## src/rtl/bram_fifo_ctrl_pkg.sv

```systemverilog
// Shared constants for the block-RAM FIFO controller: RAM geometry,
// write-mask value and output buffer sizing, plus the buffer occupancy helper.
package bram_fifo_ctrl_pkg;

  // SB_RAM40_4K in 256x16 mode, registered read, no read/write cascading
  localparam int RAM_ADDR_W     = 8;
  localparam int RAM_DATA_W     = 16;
  localparam int RAM_READ_MODE  = 0;
  localparam int RAM_WRITE_MODE = 0;

  // MASK bit = 0 means that bit is written
  localparam logic [15:0] MASK_WRITE_ALL = 16'h0000;

  // Words held after the RAM so a full-rate stream survives the read latency
  localparam int OUT_BUF_DEPTH = 2;

  // Output buffer occupancy after one edge of push/pop activity
  function automatic logic [1:0] buf_occ_next(input logic [1:0] cnt,
                                              input logic       push,
                                              input logic       pop);
    return cnt + {1'b0, push} - {1'b0, pop};
  endfunction

endpackage

```

## src/rtl/bram_fifo_ctrl_if.sv

```systemverilog
// Producer/consumer valid-ready streams of the block-RAM FIFO.
// slave: the FIFO side; master: the side that writes and reads the FIFO.
interface bram_fifo_ctrl_if #(
  parameter int DATA_W = 16
);
  logic              wr_valid;
  logic              wr_ready;
  logic [DATA_W-1:0] wr_data;
  logic              rd_valid;
  logic              rd_ready;
  logic [DATA_W-1:0] rd_data;

  modport slave (
    input  wr_valid, wr_data, rd_ready,
    output wr_ready, rd_valid, rd_data
  );

  modport master (
    output wr_valid, wr_data, rd_ready,
    input  wr_ready, rd_valid, rd_data
  );
endinterface

```

## src/rtl/bram_fifo_ctrl_out_buf.sv

```systemverilog
// fwft_out_buf: 2-entry first-word-fall-through buffer fed by the RAM read
// port. Entry 0 is always the head; push and pop in one cycle both take effect.
module fwft_out_buf
  import bram_fifo_ctrl_pkg::*;
#(
  parameter int DATA_W = 16
) (
  input  logic              clk,
  input  logic              rst,
  input  logic              i_push,
  input  logic [DATA_W-1:0] i_push_data,
  input  logic              i_pop,
  output logic [1:0]        o_count,
  output logic [DATA_W-1:0] o_head
);

  logic [DATA_W-1:0] r_mem0;
  logic [DATA_W-1:0] r_mem1;
  logic [1:0]        r_cnt;
  logic              w_pop;
  logic              w_push;

  // A pop of an empty buffer or a push into a full one without a pop is ignored
  assign w_pop  = i_pop & (r_cnt != 2'd0);
  assign w_push = i_push & ((r_cnt != 2'(OUT_BUF_DEPTH)) | w_pop);

  assign o_count = r_cnt;
  assign o_head  = r_mem0;

  // Shift-style storage: the head moves up from entry 1 when popped
  always_ff @(posedge clk or posedge rst) begin
    if (rst) begin
      r_cnt  <= 2'd0;
      r_mem0 <= '0;
      r_mem1 <= '0;
    end else begin
      r_cnt <= buf_occ_next(r_cnt, w_push, w_pop);
      unique case (r_cnt)
        2'd0: begin
          if (w_push) r_mem0 <= i_push_data;
        end
        2'd1: begin
          if (w_pop) begin
            if (w_push) r_mem0 <= i_push_data;
          end else if (w_push) begin
            r_mem1 <= i_push_data;
          end
        end
        2'd2: begin
          if (w_pop) begin
            r_mem0 <= r_mem1;
            if (w_push) r_mem1 <= i_push_data;
          end
        end
        default: ;
      endcase
    end
  end

endmodule

```

## src/rtl/bram_fifo_ctrl.sv

```systemverilog
// bram_fifo_ctrl: pointer/flag controller running one SB_RAM40_4K as a
// synchronous FWFT FIFO with one word per cycle throughput.
// Optional feature macro: BRAM_FIFO_LEVEL_EN adds the registered level/afull
// outputs; without it those ports and their logic do not exist.
module bram_fifo_ctrl
  import bram_fifo_ctrl_pkg::*;
#(
  parameter int ADDR_W = RAM_ADDR_W,
  parameter int DATA_W = RAM_DATA_W
`ifdef BRAM_FIFO_LEVEL_EN
  ,
  parameter int AFULL_LVL = 240
`endif
) (
  input  logic                clk,
  input  logic                rst,
  bram_fifo_ctrl_if.slave     fifo,
  output logic [ADDR_W-1:0]   ram_waddr,
  output logic [DATA_W-1:0]   ram_wdata,
  output logic                ram_we,
  output logic [DATA_W-1:0]   ram_mask,
  output logic [ADDR_W-1:0]   ram_raddr,
  output logic                ram_re,
  input  logic [DATA_W-1:0]   ram_rdata
`ifdef BRAM_FIFO_LEVEL_EN
  ,
  output logic [ADDR_W+1:0]   level,
  output logic                afull
`endif
);

  localparam logic [ADDR_W:0] DEPTH = {1'b1, {ADDR_W{1'b0}}};

  logic [ADDR_W-1:0] r_wptr;
  logic [ADDR_W-1:0] r_rptr;
  logic [ADDR_W:0]   r_ram_cnt;
  logic              r_pending;

  logic [ADDR_W:0]   w_ram_cnt_nxt;
  logic              w_wr_fire;
  logic              w_pop;
  logic              w_issue;
  logic [1:0]        w_buf_cnt;
  logic [DATA_W-1:0] w_head;
  logic [2:0]        w_inflight;

  // Full only looks at the registered RAM count, so a read issued this cycle
  // never frees room for a write in the same cycle.
  assign fifo.wr_ready = (r_ram_cnt != DEPTH);
  assign w_wr_fire     = fifo.wr_valid & fifo.wr_ready;

  assign fifo.rd_valid = (w_buf_cnt != 2'd0);
  assign fifo.rd_data  = w_head;
  assign w_pop         = fifo.rd_valid & fifo.rd_ready;

  // Words that will occupy the output buffer once the read in flight lands;
  // a new read is issued only when its result is guaranteed a free slot.
  // Because r_ram_cnt is registered, a word written on this edge is not
  // readable until the next cycle.
  assign w_inflight = {1'b0, w_buf_cnt} + {2'b0, r_pending} - {2'b0, w_pop};
  assign w_issue    = (r_ram_cnt != '0) && (w_inflight < 3'd2);

  assign ram_we    = w_wr_fire;
  assign ram_waddr = r_wptr;
  assign ram_wdata = fifo.wr_data;
  assign ram_mask  = DATA_W'(MASK_WRITE_ALL);
  assign ram_re    = w_issue;
  assign ram_raddr = r_rptr;

  // RAM occupancy: simultaneous write and read issue cancel out
  always_comb begin
    w_ram_cnt_nxt = r_ram_cnt;
    unique case ({w_wr_fire, w_issue})
      2'b10:   w_ram_cnt_nxt = r_ram_cnt + (ADDR_W+1)'(1);
      2'b01:   w_ram_cnt_nxt = r_ram_cnt - (ADDR_W+1)'(1);
      default: w_ram_cnt_nxt = r_ram_cnt;
    endcase
  end

  // Write/read pointers, RAM count and the one-cycle read-in-flight marker
  always_ff @(posedge clk or posedge rst) begin
    if (rst) begin
      r_wptr    <= '0;
      r_rptr    <= '0;
      r_ram_cnt <= '0;
      r_pending <= 1'b0;
    end else begin
      if (w_wr_fire) r_wptr <= r_wptr + ADDR_W'(1);
      if (w_issue)   r_rptr <= r_rptr + ADDR_W'(1);
      r_ram_cnt <= w_ram_cnt_nxt;
      r_pending <= w_issue;
    end
  end

  // RAM read data lands one edge after issue and goes straight into the buffer
  fwft_out_buf #(
    .DATA_W (DATA_W)
  ) u_out_buf (
    .clk         (clk),
    .rst         (rst),
    .i_push      (r_pending),
    .i_push_data (ram_rdata),
    .i_pop       (w_pop),
    .o_count     (w_buf_cnt),
    .o_head      (w_head)
  );

`ifdef BRAM_FIFO_LEVEL_EN
  logic [ADDR_W+1:0] r_level;
  logic              r_afull;
  logic [1:0]        w_buf_cnt_nxt;
  logic [ADDR_W+1:0] w_level_nxt;

  assign w_buf_cnt_nxt = buf_occ_next(w_buf_cnt, r_pending, w_pop);
  assign w_level_nxt   = (ADDR_W+2)'(w_ram_cnt_nxt) + (ADDR_W+2)'(w_issue)
                       + (ADDR_W+2)'(w_buf_cnt_nxt);

  // Level reflects the state right after each edge, so it tracks handshakes exactly
  always_ff @(posedge clk or posedge rst) begin
    if (rst) begin
      r_level <= '0;
      r_afull <= 1'b0;
    end else begin
      r_level <= w_level_nxt;
      r_afull <= (w_level_nxt >= (ADDR_W+2)'(AFULL_LVL));
    end
  end

  assign level = r_level;
  assign afull = r_afull;
`endif

endmodule

```

## src/flat_wrapper.sv

```systemverilog
// flat-port wrapper written by rule: the top's interface ports become plain ports
module bram_fifo_ctrl_flat import bram_fifo_ctrl_pkg::*;
#(
  parameter int ADDR_W = RAM_ADDR_W,
  parameter int DATA_W = RAM_DATA_W

)
  (clk, rst, ram_waddr, ram_wdata, ram_we, ram_mask, ram_raddr, ram_re, ram_rdata, fifo_wr_valid, fifo_wr_data, fifo_rd_ready, fifo_wr_ready, fifo_rd_valid, fifo_rd_data);
  bram_fifo_ctrl_if #(.DATA_W(DATA_W)) fifo_i ();
  input  logic clk;
  input  logic rst;
  output logic [ADDR_W-1:0] ram_waddr;
  output logic [DATA_W-1:0] ram_wdata;
  output logic ram_we;
  output logic [DATA_W-1:0] ram_mask;
  output logic [ADDR_W-1:0] ram_raddr;
  output logic ram_re;
  input  logic [DATA_W-1:0] ram_rdata;
  input wire logic [$bits(fifo_i.wr_valid)-1:0] fifo_wr_valid;
  input wire logic [$bits(fifo_i.wr_data)-1:0] fifo_wr_data;
  input wire logic [$bits(fifo_i.rd_ready)-1:0] fifo_rd_ready;
  output wire logic [$bits(fifo_i.wr_ready)-1:0] fifo_wr_ready;
  output wire logic [$bits(fifo_i.rd_valid)-1:0] fifo_rd_valid;
  output wire logic [$bits(fifo_i.rd_data)-1:0] fifo_rd_data;
  assign fifo_i.wr_valid = fifo_wr_valid;
  assign fifo_i.wr_data = fifo_wr_data;
  assign fifo_i.rd_ready = fifo_rd_ready;
  assign fifo_wr_ready = fifo_i.wr_ready;
  assign fifo_rd_valid = fifo_i.rd_valid;
  assign fifo_rd_data = fifo_i.rd_data;
  bram_fifo_ctrl #(.ADDR_W(ADDR_W), .DATA_W(DATA_W)) u_core (.clk(clk), .rst(rst), .fifo(fifo_i), .ram_waddr(ram_waddr), .ram_wdata(ram_wdata), .ram_we(ram_we), .ram_mask(ram_mask), .ram_raddr(ram_raddr), .ram_re(ram_re), .ram_rdata(ram_rdata));
endmodule
```

## config.mk

```make
export PLATFORM = sky130hd
export DESIGN_NAME = bram_fifo_ctrl_flat
export DESIGN_NICKNAME = d
export VERILOG_FILES = /design/src/rtl/bram_fifo_ctrl_pkg.sv /design/src/rtl/bram_fifo_ctrl_if.sv /design/src/rtl/bram_fifo_ctrl_out_buf.sv /design/src/rtl/bram_fifo_ctrl.sv /design/src/flat_wrapper.sv
export SDC_FILE = /design/constraint.sdc
export NUM_CORES = 1
export LEC_CHECK = 0
export CORE_UTILIZATION = 50
export DETAILED_ROUTE_END_ITERATION = 10
export PLACE_DENSITY = 0.86
export SLEW_MARGIN = 20
export SYNTH_ARGS = -nofsm -noshare
export SYNTH_HDL_FRONTEND = slang
export SYNTH_SLANG_ARGS = --single-unit
```

## constraint.sdc

```tcl
create_clock -name clk -period 11 [get_ports clk]
set_input_delay 2.2 -clock clk [delete_from_list [all_inputs] [get_ports clk]]
set_output_delay 2.2 -clock clk [all_outputs]
set_load 0.02 [all_outputs]
```

* Word-level counts from Yosys, hierarchy flattened
Index checks and enable logic that the tools add are counted.
** Storage, ports and cells
- Register bits :: 60
- Logic and storage cells :: 48
- Input bits :: 36
- Output and inout port bits :: 68
** Operators by class
- Add/subtract/negate cells :: 8
- $lt $le $gt $ge :: 1
- Reduce and logical (&&, ||, !) cells :: 9
- Bitwise operators :: 5
- Mux-type cells :: 9
- Equality and inequality tests :: 9
** Operators with widths (number)
- $mux W16 :: 6
- $pmux W16 S3 :: 1
- $pmux W16 S2 :: 1
- $pmux W9 S2 :: 1
- $add A8 B1 Y8 const B :: 2
- $add A9 B1 Y9 const B :: 1
- $ne A9 B9 Y1 const B :: 1
- $reduce_bool A9 Y1 :: 1
- $sub A9 B1 Y9 const B :: 1
- $ne A2 B2 Y1 const B :: 4
- $reduce_and A3 Y1 :: 2
- $reduce_bool A2 Y1 :: 3
- $and A1 B1 Y1 :: 4
- $eq A2 B1 Y1 const B :: 2
- $eq A2 B2 Y1 const B :: 2
- $add A2 B1 Y3 :: 1
- $lt A3 B2 Y1 const B :: 1
- $reduce_bool A3 Y1 :: 1
- $sub A3 B1 Y3 :: 1
- $add A2 B1 Y2 :: 1
- $logic_not A2 Y1 :: 1
- $sub A2 B1 Y2 :: 1
- $logic_and A1 B1 Y1 :: 1
- $or A1 B1 Y1 :: 1

* Logic depth before layout (Yosys ltp)
- Depth after elaboration :: 8
- Gate-level depth with buffers :: 16
- Gate-level depth less buffers :: 14

* By module
From an unflattened synthesis, not the netlist that was laid out.
** Second synthesis, totals
- Cells, all modules :: 278
- Area, all modules :: 3377.0 um^2
** Modules (own cells, without submodules)
- bram_fifo_ctrl :: instances 1, sequential area each 650.6 um^2, area each 1764.2 um^2, cells an instance 177
- fwft_out_buf :: instances 1, sequential area each 850.8 um^2, area each 1612.8 um^2, cells an instance 101

* Least setup slack after synthesis
Ideal clock, no wire load.
- Path kind :: input to output
- Start :: input fifo_rd_ready
- End :: output ram_re
- Required time :: 8.800 ns
- Buffers on the path :: 1
- Path slack :: 5.179 ns
- Stages on the path :: 7
- Arrival :: 3.621 ns
- Path through :: and2_1 -> ha_1 -> nand2b_1 -> fa_1 -> xnor2_1 -> o311a_1 -> buf_2
** On the way
- Cells in the longest elaborated chain, start to end :: 4
** Ends and longest elaborated chain
- start, declared :: line flat_wrapper.sv:21 : input wire logic [$bits(fifo_i.rd_ready)-1:0] fifo_rd_ready;
- $and A1 B1 Y1 :: line bram_fifo_ctrl.sv:54 : assign w_pop = fifo.rd_valid & fifo.rd_ready;
- $sub A3 B1 Y3 :: line bram_fifo_ctrl.sv:60 : assign w_inflight = {1'b0, w_buf_cnt} + {2'b0, r_pending} - {2'b0, w_pop};
- $lt A3 B2 Y1 :: line bram_fifo_ctrl.sv:61 : assign w_issue = (r_ram_cnt != '0) && (w_inflight < 3'd2);
- $logic_and A1 B1 Y1 :: line bram_fifo_ctrl.sv:61
- end, declared :: line flat_wrapper.sv:17 : output logic ram_re;
Every way passes these cells.

* Final worst setup path
Ends and elaborated chain as after synthesis.

==> flow_summary.yaml <==
layout:
  num-nets-final: 389
  layout-drive-gt1-share: 0.1108
  post-route-cell-area_mm2: 0.003821
  fillerInstances: 482
  leading_cell_type_in_the_layout_fill_and_taps_excluded: "sky130_fd_sc_hd__dfrtp_1"
  n_antenna_cell: 0
  layout.cells.most_common_list: "60 x sky130_fd_sc_hd__dfrtp_1, 55 x sky130_fd_sc_hd__clkdlybuf4s50_1, 23 x sky130_fd_sc_hd__nor2_1, 23 x sky130_fd_sc_hd__a21oi_1, 19 x sky130_fd_sc_hd__nand2_1"
  layout-area-overhead-vs-synth_pct: 18.56
setup_path:
  timing.critical_path.cells: "clkdlybuf4s50_1 > and2_1 > ha_1 > nand2b_1 > fa_1 > xnor2_1 > o311a_1 > clkdlybuf4s50_1"
  cp_data_arrival_time_ps: 4910
  critical_path.startpoint_type: "primary input"
  cp.required_ps: 8800
  path_class: "primary input to output pin"
  worst_path_top_cell_family_by_delay: "buffers and inverters"
  crit_start: "fifo_rd_ready"
  setup_crit_end_kind: "output pin"
  critPathMostFrequentCell: "sky130_fd_sc_hd__clkdlybuf4s50_1"
  regToRegStartpoint: "u_core.u_out_buf.o_count[1]"
  cp.buffers_inverters: 2
  r2r_slack_ps: 6590
  critical-path-max-stage-delay_ps: 680
  crit_fanout: 9
  standard_cell_with_the_maximum_stage_delay_on_the_critical_path: "sky130_fd_sc_hd__clkdlybuf4s50_1"
route:
  drt_drc_violations_left: 0
  via_per_inst: 5.201
  drt-wirelength-per-cell_um: 13.96
  first_iter_violations: 102
  detail-route-antenna-nets: 0
  dr.pass1.iters: 4
  postRouteWirelength_um: 5837
  routed_vias: 2174
global_routing:
  track_usage: 0.1883
  grt_max_degree: 61
  fraction_of_met2_tracks_used_by_global_routing: 0.3140
  first_pass_grt_wire_length_um: 9273
  grtUsageMet1: 0.2210
  grt.busiest_layer: "met2"
  global_route.usage.met3: 0.05934
  global_route.overflow_total: 0
  grt_pass1_vias: 2077
  antenna_found_initial: 0
clock_network:
  cts_post_setup_buffers_inserted: 0
  cts_buffer_depth: 2
  postCtsHoldBufs: 0
  numCtsBuffers: 9
  worst_skew_pair.late_latency_ps: 330
  htreeDepth: 3
  clk_pin_slew_ps: 60
  numClockSinks: 60
  tritoncts: "done"
  ctsRootBufferMaster: "sky130_fd_sc_hd__clkbuf_8"
  cts.repair.resized: 0
yosys:
  warnings_synthesis: 0
  synth-seq-area-share: 0.4658
  synth-main-ff-cell: "sky130_fd_sc_hd__dfrtp_1"
  synth_edf_count: 0
  synth_cell_types: 42
  synth-seq-cells: 60
  synth.avg_cell_area_um2: 10.71
  asyncSetResetFlopFracSynth: 1.000
  post_synthesis_cells: 301
  post_syn_area_mm2: 0.003223
pwr:
  power_switching_share: 0.4119
  power_density_mw_per_mm2: 349.8
  seqPwrFrac: 0.315
  clock_power_share: 0.142
  p_int_w: 0.0007862
  standby_leakage_power_nw: 1.656
  combinationalPowerShare: 0.543
  vdd_drop_max_mv: 0.2319
  power_after_layout_w: 0.001337
  p_sw_w: 0.0005506
floorplan:
  core_area_mm2: 0.006061
  die_x_um: 82.29
  initial_core_utilization: 0.5318
  floorplan.die_area_mm2: 0.006772
  fp.dieH_um: 82.29
  floorplan.io_pins: 104
  fp-row-count: 28
placed_design:
  place_area_mm2: 0.003632
  io_buffer_count: 55
  worst_setup_timing_slack_at_the_placement_stage_ps: 3907
  finalWeightedCongestion: 0.8075
  place_hpwl_um: 4013
sta:
  setup_tns_final_ps: 0
  final.setup_skew_ps: 7.891
  finalHoldWorstSlack_ps: 473.4
  timing.fmax_mhz: 140.6
  timing_max_transition_violations_final: 0
  setup_violations: 0
  final_hold_viol_count: 0
  final.min_clock_period_ps: 7114
  final_min_period_over_clock_period: 0.6467
  grt_setup_unrepaired: "false"
  slew-limit-headroom: 0.3597
  tightestPinTransition_ps: 958.1
  layout_setup_ws_ps: 3886
run:
  drv_cap: 0
worst_hold_path:
  min-delay-start: "u_core.ram_raddr[7]"
  worstHoldPathType: "flop to flop"
status:
  outcome: "completed"
[cells in the mapped netlist, types with 2 or more instances]
| cell | number | area [µm²] |
|---|---|---|
| sky130_fd_sc_hd__inv_1 | 9 | 33.78 |
| sky130_fd_sc_hd__fa_1 | 2 | 40.04 |
| sky130_fd_sc_hd__nand2_1 | 19 | 71.32 |
| sky130_fd_sc_hd__or4_4 | 2 | 22.52 |
| sky130_fd_sc_hd__nor3_1 | 2 | 10.01 |
| sky130_fd_sc_hd__mux2i_1 | 17 | 170.2 |
| sky130_fd_sc_hd__dfrtp_1 | 60 | 1501 |
| sky130_fd_sc_hd__buf_4 | 33 | 247.7 |
| sky130_fd_sc_hd__a21oi_1 | 23 | 115.1 |
| sky130_fd_sc_hd__clkbuf_1 | 3 | 11.26 |
| sky130_fd_sc_hd__buf_2 | 4 | 20.02 |
| sky130_fd_sc_hd__o21ai_0 | 11 | 55.05 |
| sky130_fd_sc_hd__buf_1 | 3 | 11.26 |
| sky130_fd_sc_hd__xnor2_1 | 18 | 157.7 |
| sky130_fd_sc_hd__mux2_1 | 2 | 22.52 |
| sky130_fd_sc_hd__nand3_1 | 4 | 20.02 |
| sky130_fd_sc_hd__mux2_2 | 17 | 191.4 |
| sky130_fd_sc_hd__nand2b_1 | 3 | 18.77 |
| sky130_fd_sc_hd__nor2_1 | 23 | 86.33 |
| sky130_fd_sc_hd__nand4_1 | 5 | 31.28 |
| sky130_fd_sc_hd__o211ai_1 | 2 | 15.01 |
| sky130_fd_sc_hd__ha_1 | 12 | 150.1 |
| sky130_fd_sc_hd__xor2_1 | 8 | 70.07 |
[state kept, by name (all words and copies together), names as in the netlist]
signal	flops
u_core.r_pending	1
u_core.u_out_buf.o_head	16
u_core.ram_waddr	8
u_core.u_out_buf.o_count	2
u_core.u_out_buf.r_mem1	16
u_core.r_ram_cnt	9
u_core.ram_raddr	8
[cell families after synthesis]
kind of cell / count (synthesis) / synth area share
AO/OA/AOI/OAI: 43 / 0.07531
XOR/XNOR: 26 / 0.07065
buffers and inverters: 53 / 0.1040
other: 1 / 0.001163
flip-flops: 60 / 0.4658
adder cells (fa/ha/maj): 14 / 0.05901
multiplexers: 36 / 0.1192
AND/OR/NAND/NOR: 68 / 0.1048
[path summary, 6_finish.rpt]
kind | endpoint | cells past startpoint
worst min register to register | u_core.ram_raddr[7] | 1
min in group asynchronous | u_core.u_out_buf.o_head[1] | 3
worst min-delay path | u_core.ram_raddr[7] | 1
max in group asynchronous | u_core.u_out_buf.o_head[6] | 3
worst max-delay path | ram_re | 8
worst max register to register | u_core.r_ram_cnt[8] | 14
[power groups by stage]
| stage | logic, W | clock network [W] | registers [W] |
|---|---|---|---|
| detailed placement | 0.000721 | 0 | 0.000423 |
| CTS | 0.000731 | 0.000196 | 0.000420 |
| global route | 0.000802 | 0.000207 | 0.000436 |
| finish | 0.000726 | 0.000190 | 0.000421 |
| global placement | 0.000697 | 0 | 0.000415 |
| floorplan | 0.000481 | 0 | 0.000463 |
[routing by layer]
layer / part of all wire / vias up
met5: 0 / -
met4: 0.013 / 0
met3: 0.061 / 8
met2: 0.48 / 73
met1: 0.44 / 1031
li1: - / 1062
[worst register-to-register path: stages (launching register included)]
cell,delay (ps)
sky130_fd_sc_hd__dfrtp_1,490
sky130_fd_sc_hd__or2_2,360
sky130_fd_sc_hd__and2_1,180
sky130_fd_sc_hd__ha_1,260
sky130_fd_sc_hd__nand2b_1,150
sky130_fd_sc_hd__fa_1,380
sky130_fd_sc_hd__xnor2_1,170
sky130_fd_sc_hd__o311a_1,410
sky130_fd_sc_hd__ha_1,530
sky130_fd_sc_hd__ha_1,370
sky130_fd_sc_hd__a21oi_1,250
sky130_fd_sc_hd__o22ai_1,140
sky130_fd_sc_hd__o41ai_1,330
sky130_fd_sc_hd__xnor2_1,170
sky130_fd_sc_hd__o2bb2ai_1,130
[metrics by stage]
stage | utilization | instances
CTS | 0.6296 | 418
global route | 0.6305 | 418
finish | 0.6305 | 418
global placement | 0.5993 | 403
floorplan | - | 316
detailed placement | 0.5993 | 403
[final cells by class]
cell class	instances	area [µm²]	share of cell area
clock buffer	13	148.9	0.03897
inverter	9	33.78	0.008841
timing repair buffer	56	558.0	0.1460
clock inverter	2	35.03	0.009168
sequential	60	1501	0.3929
tap	75	93.84	0.02456
multi-input combinational	203	1450	0.3795
(Power assumes the default switching activity.)
